### config.mk
export PLATFORM = sky130hd
export DESIGN_NAME = imem_access_arbiter
export DESIGN_NICKNAME = d
export VERILOG_FILES = /design/src/rtl/imem_access_arbiter.sv
export SDC_FILE = /design/constraint.sdc
export NUM_CORES = 1
export LEC_CHECK = 0
export BUFFER_PORTS_ARGS = -buffer_cell sky130_fd_sc_hd__buf_2
export CORE_AREA = 2 2 80 82
export DETAILED_ROUTE_END_ITERATION = 16
export DIE_AREA = 0 0 82 84
export GPL_TIMING_DRIVEN = 1
export MAX_ROUTING_LAYER = met4
export PLACE_DENSITY = 0.65
export SYNTH_ARGS = -nofsm -noshare
export SYNTH_HDL_FRONTEND = slang
export SYNTH_SLANG_ARGS = --single-unit
### constraint.sdc
create_clock -name clk -period 4.5 [get_ports clk]
set_input_delay 0.225 -clock clk [delete_from_list [all_inputs] [get_ports clk]]
set_output_delay 0.225 -clock clk [all_outputs]
set_load 0.02 [all_outputs]
### src/rtl/imem_access_arbiter.sv
// Instruction RAM access arbiter: shares a single-port synchronous RAM between
// the IF stage (fetch) and the program loader (write), with a starvation guard,
// one-cycle read response, address range checking and response flush.
module imem_access_arbiter #(
    parameter int unsigned WORD_LEN     = 32,
    parameter int unsigned ADDRESS_LEN  = 32,
    parameter int unsigned MEM_DEPTH    = 64,
    parameter int unsigned STARVE_LIMIT = 4
) (
    input  logic                         clk,
    input  logic                         rst_n,
    // fetch port
    input  logic                         if_req,
    input  logic [ADDRESS_LEN-1:0]       if_addr,
    output logic                         if_gnt,
    input  logic                         if_flush,
    output logic                         if_valid,
    output logic [WORD_LEN-1:0]          if_instr,
    output logic                         if_fault,
    // loader port
    input  logic                         ld_req,
    input  logic [ADDRESS_LEN-1:0]       ld_addr,
    input  logic [WORD_LEN-1:0]          ld_wdata,
    input  logic                         ld_lock,
    output logic                         ld_gnt,
    // RAM port
    output logic                         mem_en,
    output logic                         mem_we,
    output logic [$clog2(MEM_DEPTH)-1:0] mem_addr,
    output logic [WORD_LEN-1:0]          mem_wdata,
    input  logic [WORD_LEN-1:0]          mem_rdata
);

    localparam int unsigned IDX_W = $clog2(MEM_DEPTH);
    localparam int unsigned CNT_W = $clog2(STARVE_LIMIT + 1);

    // Word indices; the two byte-offset bits are dropped (unaligned aligns down).
    logic [ADDRESS_LEN-3:0] if_word;
    logic [ADDRESS_LEN-3:0] ld_word;
    logic                   if_in_range;
    logic                   ld_in_range;
    logic                   unused_byte_bits;

    assign if_word          = if_addr[ADDRESS_LEN-1:2];
    assign ld_word          = ld_addr[ADDRESS_LEN-1:2];
    assign if_in_range      = (if_word >> IDX_W) == '0;
    assign ld_in_range      = (ld_word >> IDX_W) == '0;
    assign unused_byte_bits = ^{if_addr[1:0], ld_addr[1:0]};

    logic             resp_pending;
    logic             resp_fault;
    logic [CNT_W-1:0] starve_cnt;
    logic [CNT_W-1:0] starve_cnt_next;
    logic             starve_hit;

    assign starve_hit = (starve_cnt == CNT_W'(STARVE_LIMIT));

    // Grant decision; loader has priority unless locked out by the starvation guard.
    always_comb begin
        if_gnt = rst_n & if_req & ~ld_lock & (~ld_req | starve_hit);
        ld_gnt = rst_n & ld_req & ~if_gnt;
    end

    // Starvation counter next state: counts loader wins over a waiting fetch.
    always_comb begin
        starve_cnt_next = starve_cnt;
        if (if_gnt || !if_req) begin
            starve_cnt_next = '0;
        end else if (ld_gnt && !ld_lock && !starve_hit) begin
            starve_cnt_next = starve_cnt + CNT_W'(1);
        end
    end

    // RAM command for the granted requester; out-of-range accesses never enable it.
    always_comb begin
        mem_en    = 1'b0;
        mem_we    = 1'b0;
        mem_addr  = '0;
        mem_wdata = '0;
        if (if_gnt) begin
            mem_en   = if_in_range;
            mem_addr = if_word[IDX_W-1:0];
        end else if (ld_gnt) begin
            mem_en    = ld_in_range;
            mem_we    = ld_in_range;
            mem_addr  = ld_word[IDX_W-1:0];
            mem_wdata = ld_wdata;
        end
    end

    // Response and starvation state; reset drops any read in flight.
    always_ff @(posedge clk or negedge rst_n) begin
        if (!rst_n) begin
            resp_pending <= 1'b0;
            resp_fault   <= 1'b0;
            starve_cnt   <= '0;
        end else begin
            resp_pending <= if_gnt;
            resp_fault   <= if_gnt & ~if_in_range;
            starve_cnt   <= starve_cnt_next;
        end
    end

    // Fetch response; flush only masks the valid/fault qualifiers of this cycle.
    always_comb begin
        if_valid = resp_pending & ~if_flush;
        if_fault = resp_pending & resp_fault & ~if_flush;
        if_instr = (resp_pending & ~resp_fault) ? mem_rdata : '0;
    end

endmodule

# Yosys cells after proc, flatten, opt, wreduce, memory -nomap -nowiden
# Cells that the tools add are included.
word_totals:
  ff_bits: 5
  inputBits: 134
  out_inout_bits: 76
  word_cells: 41
classes:
  n_addsub: 1
  eq_ne: 1
  muxes: 10
  n_bitwise: 17
  reduce_logical: 9
ops:
  columns: ["cell", "n"]
  rows:
  - ["2-to-1 mux 32 bit", 3]
  - ["logical NOT 30 bit", 2]
  - ["2-to-1 mux 6 bit", 2]
  - ["AND 1 bit", 10]
  - ["2-to-1 mux 3 bit", 2]
  - ["inverter 1 bit", 6]
  - ["adder 3 x 1 -> 3 bit, second input constant", 1]
  - ["== test 3 bit, second input constant", 1]
  - ["logical NOT 1 bit", 3]
  - ["2-to-1 mux 1 bit", 3]
  - ["logical AND 1 bit", 2]
  - ["nonzero test 2 bit", 1]
  - ["logical OR 1 bit", 1]
  - ["OR 1 bit", 1]

# Logic depth before layout (Yosys ltp)
depth:
  ltp_word: 9
  mapped_depth: 7
  depth_no_buf: 5

# Worst setup path before layout
# No wires, ideal clock.
synth_timing:
  path_type: "reg-to-output"
  from: "reg starve_cnt[0]"
  to: "out mem_wdata[22]"
  t_arrival_ns: 1.539
  required_ns: 4.275
  setup_slack_ns: 2.736
  path_stages_with_launch: 7
  path_buffers: 1
  cell_sequence: "dfrtp_1 > inv_1 > ha_1 > nand4b_1 > nor2b_1 > clkbuf_1 > and2_1"
synth_between:
  elab_chain_len: 7
synth_lines:
  columns: ["element", "line_no", "text"]
  rows:
  - ["start: declaration", "52", "logic [CNT_W-1:0] starve_cnt;"]
  - ["start signal: assignment", "100", "starve_cnt <= starve_cnt_next;"]
  - ["== test 3 bit", "56", "assign starve_hit = (starve_cnt == CNT_W'(STARVE_LIMIT));"]
  - ["OR 1 bit", "60", "if_gnt = rst_n & if_req & ~ld_lock & (~ld_req | starve_hit);"]
  - ["AND 1 bit", "60", null]
  - ["inverter 1 bit", "61", "ld_gnt = rst_n & ld_req & ~if_gnt;"]
  - ["AND 1 bit", "61", null]
  - ["named net ld_gnt", "25", "output logic ld_gnt,"]
  - ["2-to-1 mux 32 bit", "83", "end else if (ld_gnt) begin"]
  - ["2-to-1 mux 32 bit", "80", "if (if_gnt) begin"]
  - ["end: declaration", "30", "output logic [WORD_LEN-1:0] mem_wdata,"]
# The timed path passes the listed nets, and every way through them passes these cells.

# Final worst setup path
layout_timing:
  from: "in rst_n"
  to: "out mem_addr[3]"
layout_between:
  elab_chain_len: 7
  word_cells_on_any_way: 8
  cone_classes: "2 x mux; 6 x bitwise"
layout_lines:
  columns: ["element", "line_no", "text"]
  rows:
  - ["start: declaration", "11", "input logic rst_n,"]
  - ["AND 1 bit (3 in series)", "60", null]
  - ["inverter 1 bit", "61", null]
  - ["AND 1 bit", "61", null]
  - ["2-to-1 mux 6 bit", "83", null]
  - ["2-to-1 mux 6 bit *", "80", null]
  - ["end: declaration", "29", "output logic [$clog2(MEM_DEPTH)-1:0] mem_addr,"]
# Mark *: on every way between the ends. The rest lies on a longest branch, timed or not.

==> results.yml <==
status:
  status: "completed"
yosys:
  ys_types: 26
  syn_area_um2: 917
  synthesis.nets: 266
  yosysWarnings: 0
  synth_area_per_cell_um2: 7.05
  syn_inst: 130
  synth_seq_cells: 5
  synth-seq-area-share_pct: 13.6
worst_setup_path:
  slowest_stage: "nor2b_2"
  worst_setup_path_end_kind: "output port"
  critical_path_class: "in -> out"
  crit_path_max_fanout: 39
  cp_num_buf_inv: 3
  cp_cell_sequence: "dlygate4sd3_1 > buf_2 > nand2_1 > nor2b_2 > a22o_1 > buf_2"
  cpMostUsedCell: "buf_2"
  worstPathRequired_ns: 4.28
  arrival_ns: 2.32
  cp_top_family: "simple AND/OR/NAND/NOR gates"
  critical_path.max_stage_delay_ns: 0.82
  startpoint_type: "input port"
placement:
  pre_cts_slack_ns: 2.17
  numPortBuffers: 205
  dp_cells: 405
  gp_congestion: 0.779
  hpwl_um: 4260
global_routing:
  grt_pass1_vias: 1505
  grt_pass1_wl_um: 6550
  antenna_found_initial: 0
  grt-ovfl-total: 0
  grt_max_degree: 40
  track_usage_pct: 12.5
cells_and_area:
  mostFrequentLayoutCell: "buf_2"
  area_growth_syn_to_layout_pct: 126
  stdcell_count: 410
  drive_gt1_share_pct: 63.7
  nets: 470
  insertedDiodeCount: 0
  postLayoutCoreUtil_pct: 34.0
  final_cell_mix: "205 x buf_2, 65 x and2_1, 12 x nor4_1"
worst_hold_path:
  hold_class: "in -> reg"
floorplanning:
  io_pins: 210
  die_area_mm2: 0.00689
  rows: 29
  start_util_pct: 15.0
  die_w_um: 82
  die_h_um: 84
  core_area_mm2: 0.00610
timing:
  post-route-worst-setup-slack_ns: 1.96
  worst_slew_pin_slew_ns: 1.04
  fin_crit_ns: 2.54
  hold_viol_final: 0
  max_clock_freq_mhz: 393
  finalClockSkew_ns: 0.00119
  rsz0062_at_grt: "no"
  min_period_over_period_pct: 56.5
  finalSetupViolations: 0
  tns_ns: 0
  finalMaxSlewViolations: 0
  slew_headroom_pct: 30.2
pwr:
  p_leak_uw: 0.00130
  pwr_density_cell_mw_per_mm2: 125
  power.internal_uw: 174
  switching_share_pct: 32.4
  power_frac_clock_pct: 31.1
  combPwrFrac_pct: 50.7
  vdd_drop_max_uv: 63.9
  power_switching_uw: 83.5
  seqPwrFrac_pct: 18.2
clock_network:
  clkTransAtPathRegs_ns: 0.03
  holdBufCountCts: 1
  tritoncts.num_buffers: 3
  clock-sinks: 5
  clockBufferDepth: 2
  cts_resized: 0
  post_cts.repair.setup_buffers: 0
  clock_latency_ns: 0.22
  h-tree-depth: 1
  cts-root-buf: "clkbuf_8"
  cts_tree: "built"
route:
  antenna_left: 0
  vias: 1693
  drt-initial-drc-count: 23
  wl_per_cell_um: 11.2
  routed_via_density: 4.13
  wl_um: 4580
  drc: 0
  drtPass1Iterations: 4
run:
  maxCapViolCount: 0
-- worst register-to-register path, cell delays in order (launching register included) --
cell	delay, ns
dfrtp_1	0.36
inv_1	0.07
ha_1	0.24
a21bo_4	0.25
or4_1	0.47
a21oi_1	0.15
-- power by group through the flow --
stage | sequential [uW] | combinational (uW) | clock (uW)
2_1_floorplan | 47.1 | 54.8 | 0
3_3_place_gp | 47.4 | 130 | 0
3_5_place_dp | 47.4 | 132 | 0
4_1_cts | 46.9 | 133 | 82.4
5_1_grt | 47.0 | 144 | 86.8
6_report | 46.8 | 131 | 80.2
-- per-stage QoR --
step / power [uW] / hold slack [ns] / area (um^2)
after floorplan: 102 / -0.0706 / 917
after global placement: 178 / 0.0706 / 2020
after detailed placement: 179 / 0.0710 / 2020
after CTS: 262 / 0.351 / 2070
after global routing: 278 / 0.379 / 2070
final: 258 / 0.361 / 2070
-- layout make-up --
class,count,area (um^2)
Timing Repair Buffer,207,1040
Fill cell,661,4030
Multi-Input combinational cell,114,749
Sequential cell,5,125
Inverter,3,11.3
Clock buffer,4,45.0
Tap cell,77,96.3
-- synthesized netlist by cell type, drive strengths merged --
| master | number | share of area [%] |
|---|---|---|
| buf | 2 | 1.1 |
| dfrtp | 5 | 14 |
| ha | 2 | 2.7 |
| inv | 3 | 1.2 |
| a21boi | 1 | 0.82 |
| or4 | 1 | 0.82 |
| o21a | 1 | 0.82 |
| nor4 | 12 | 8.2 |
| nand2 | 2 | 0.82 |
| nand4 | 3 | 2.0 |
| nand3 | 2 | 1.1 |
| a21bo | 1 | 1.8 |
| a22o | 6 | 5.7 |
| nand4b | 2 | 1.9 |
| o22ai | 1 | 0.68 |
| a21oi | 3 | 1.6 |
| o21ai | 3 | 1.6 |
| clkbuf | 6 | 2.6 |
| nand2b | 1 | 0.68 |
| nor2 | 1 | 0.41 |
| and3b | 1 | 0.96 |
| nor2b | 4 | 2.7 |
| o31ai | 1 | 0.82 |
| and2 | 66 | 45 |
-- flip-flops by register name (all words and copies together), names as in the netlist --
register / flops
resp_pending: 1
starve_cnt: 3
resp_fault: 1
-- routing by layer --
metal / global-route usage [%] / part of all wire, % / up-vias / routed length, um
met5: - / 0 / - / 0
met4: 3.18 / 0.46 / 0 / 21
met3: 1.19 / 12 / 2 / 542
met2: 26.4 / 57 / 126 / 2610
met1: 11.0 / 31 / 713 / 1410
li1: - / - / 852 / -
-- cells by family (layout without fill, tap and decap cells) --
logic type	after synthesis	count (layout)	synth area share, %
adder cells (fa/ha/maj)	2	2	2.73
AND/OR/NAND/NOR	95	95	64.8
AO/OA/AOI/OAI	17	17	13.9
buffers and inverters	11	214	4.91
flip-flops	5	5	13.6
-- worst paths after layout --
kind	start	endpoint	slack, ns	cells past startpoint
worst max-delay path	rst_n	mem_addr[3]	1.96	6
worst min-delay path	if_addr[19]	resp_fault$_DFF_PN0_	0.36	4
worst max register to register	starve_cnt[0]$_DFFE_PN0P_	starve_cnt[2]$_DFFE_PN0P_	2.88	5
worst min register to register	starve_cnt[0]$_DFFE_PN0P_	starve_cnt[0]$_DFFE_PN0P_	0.58	2
max in group asynchronous	rst_n	starve_cnt[0]$_DFFE_PN0P_	3.95	2
min in group asynchronous	rst_n	starve_cnt[2]$_DFFE_PN0P_	0.38	2
Note: power is estimated with default switching activity, not from simulation.
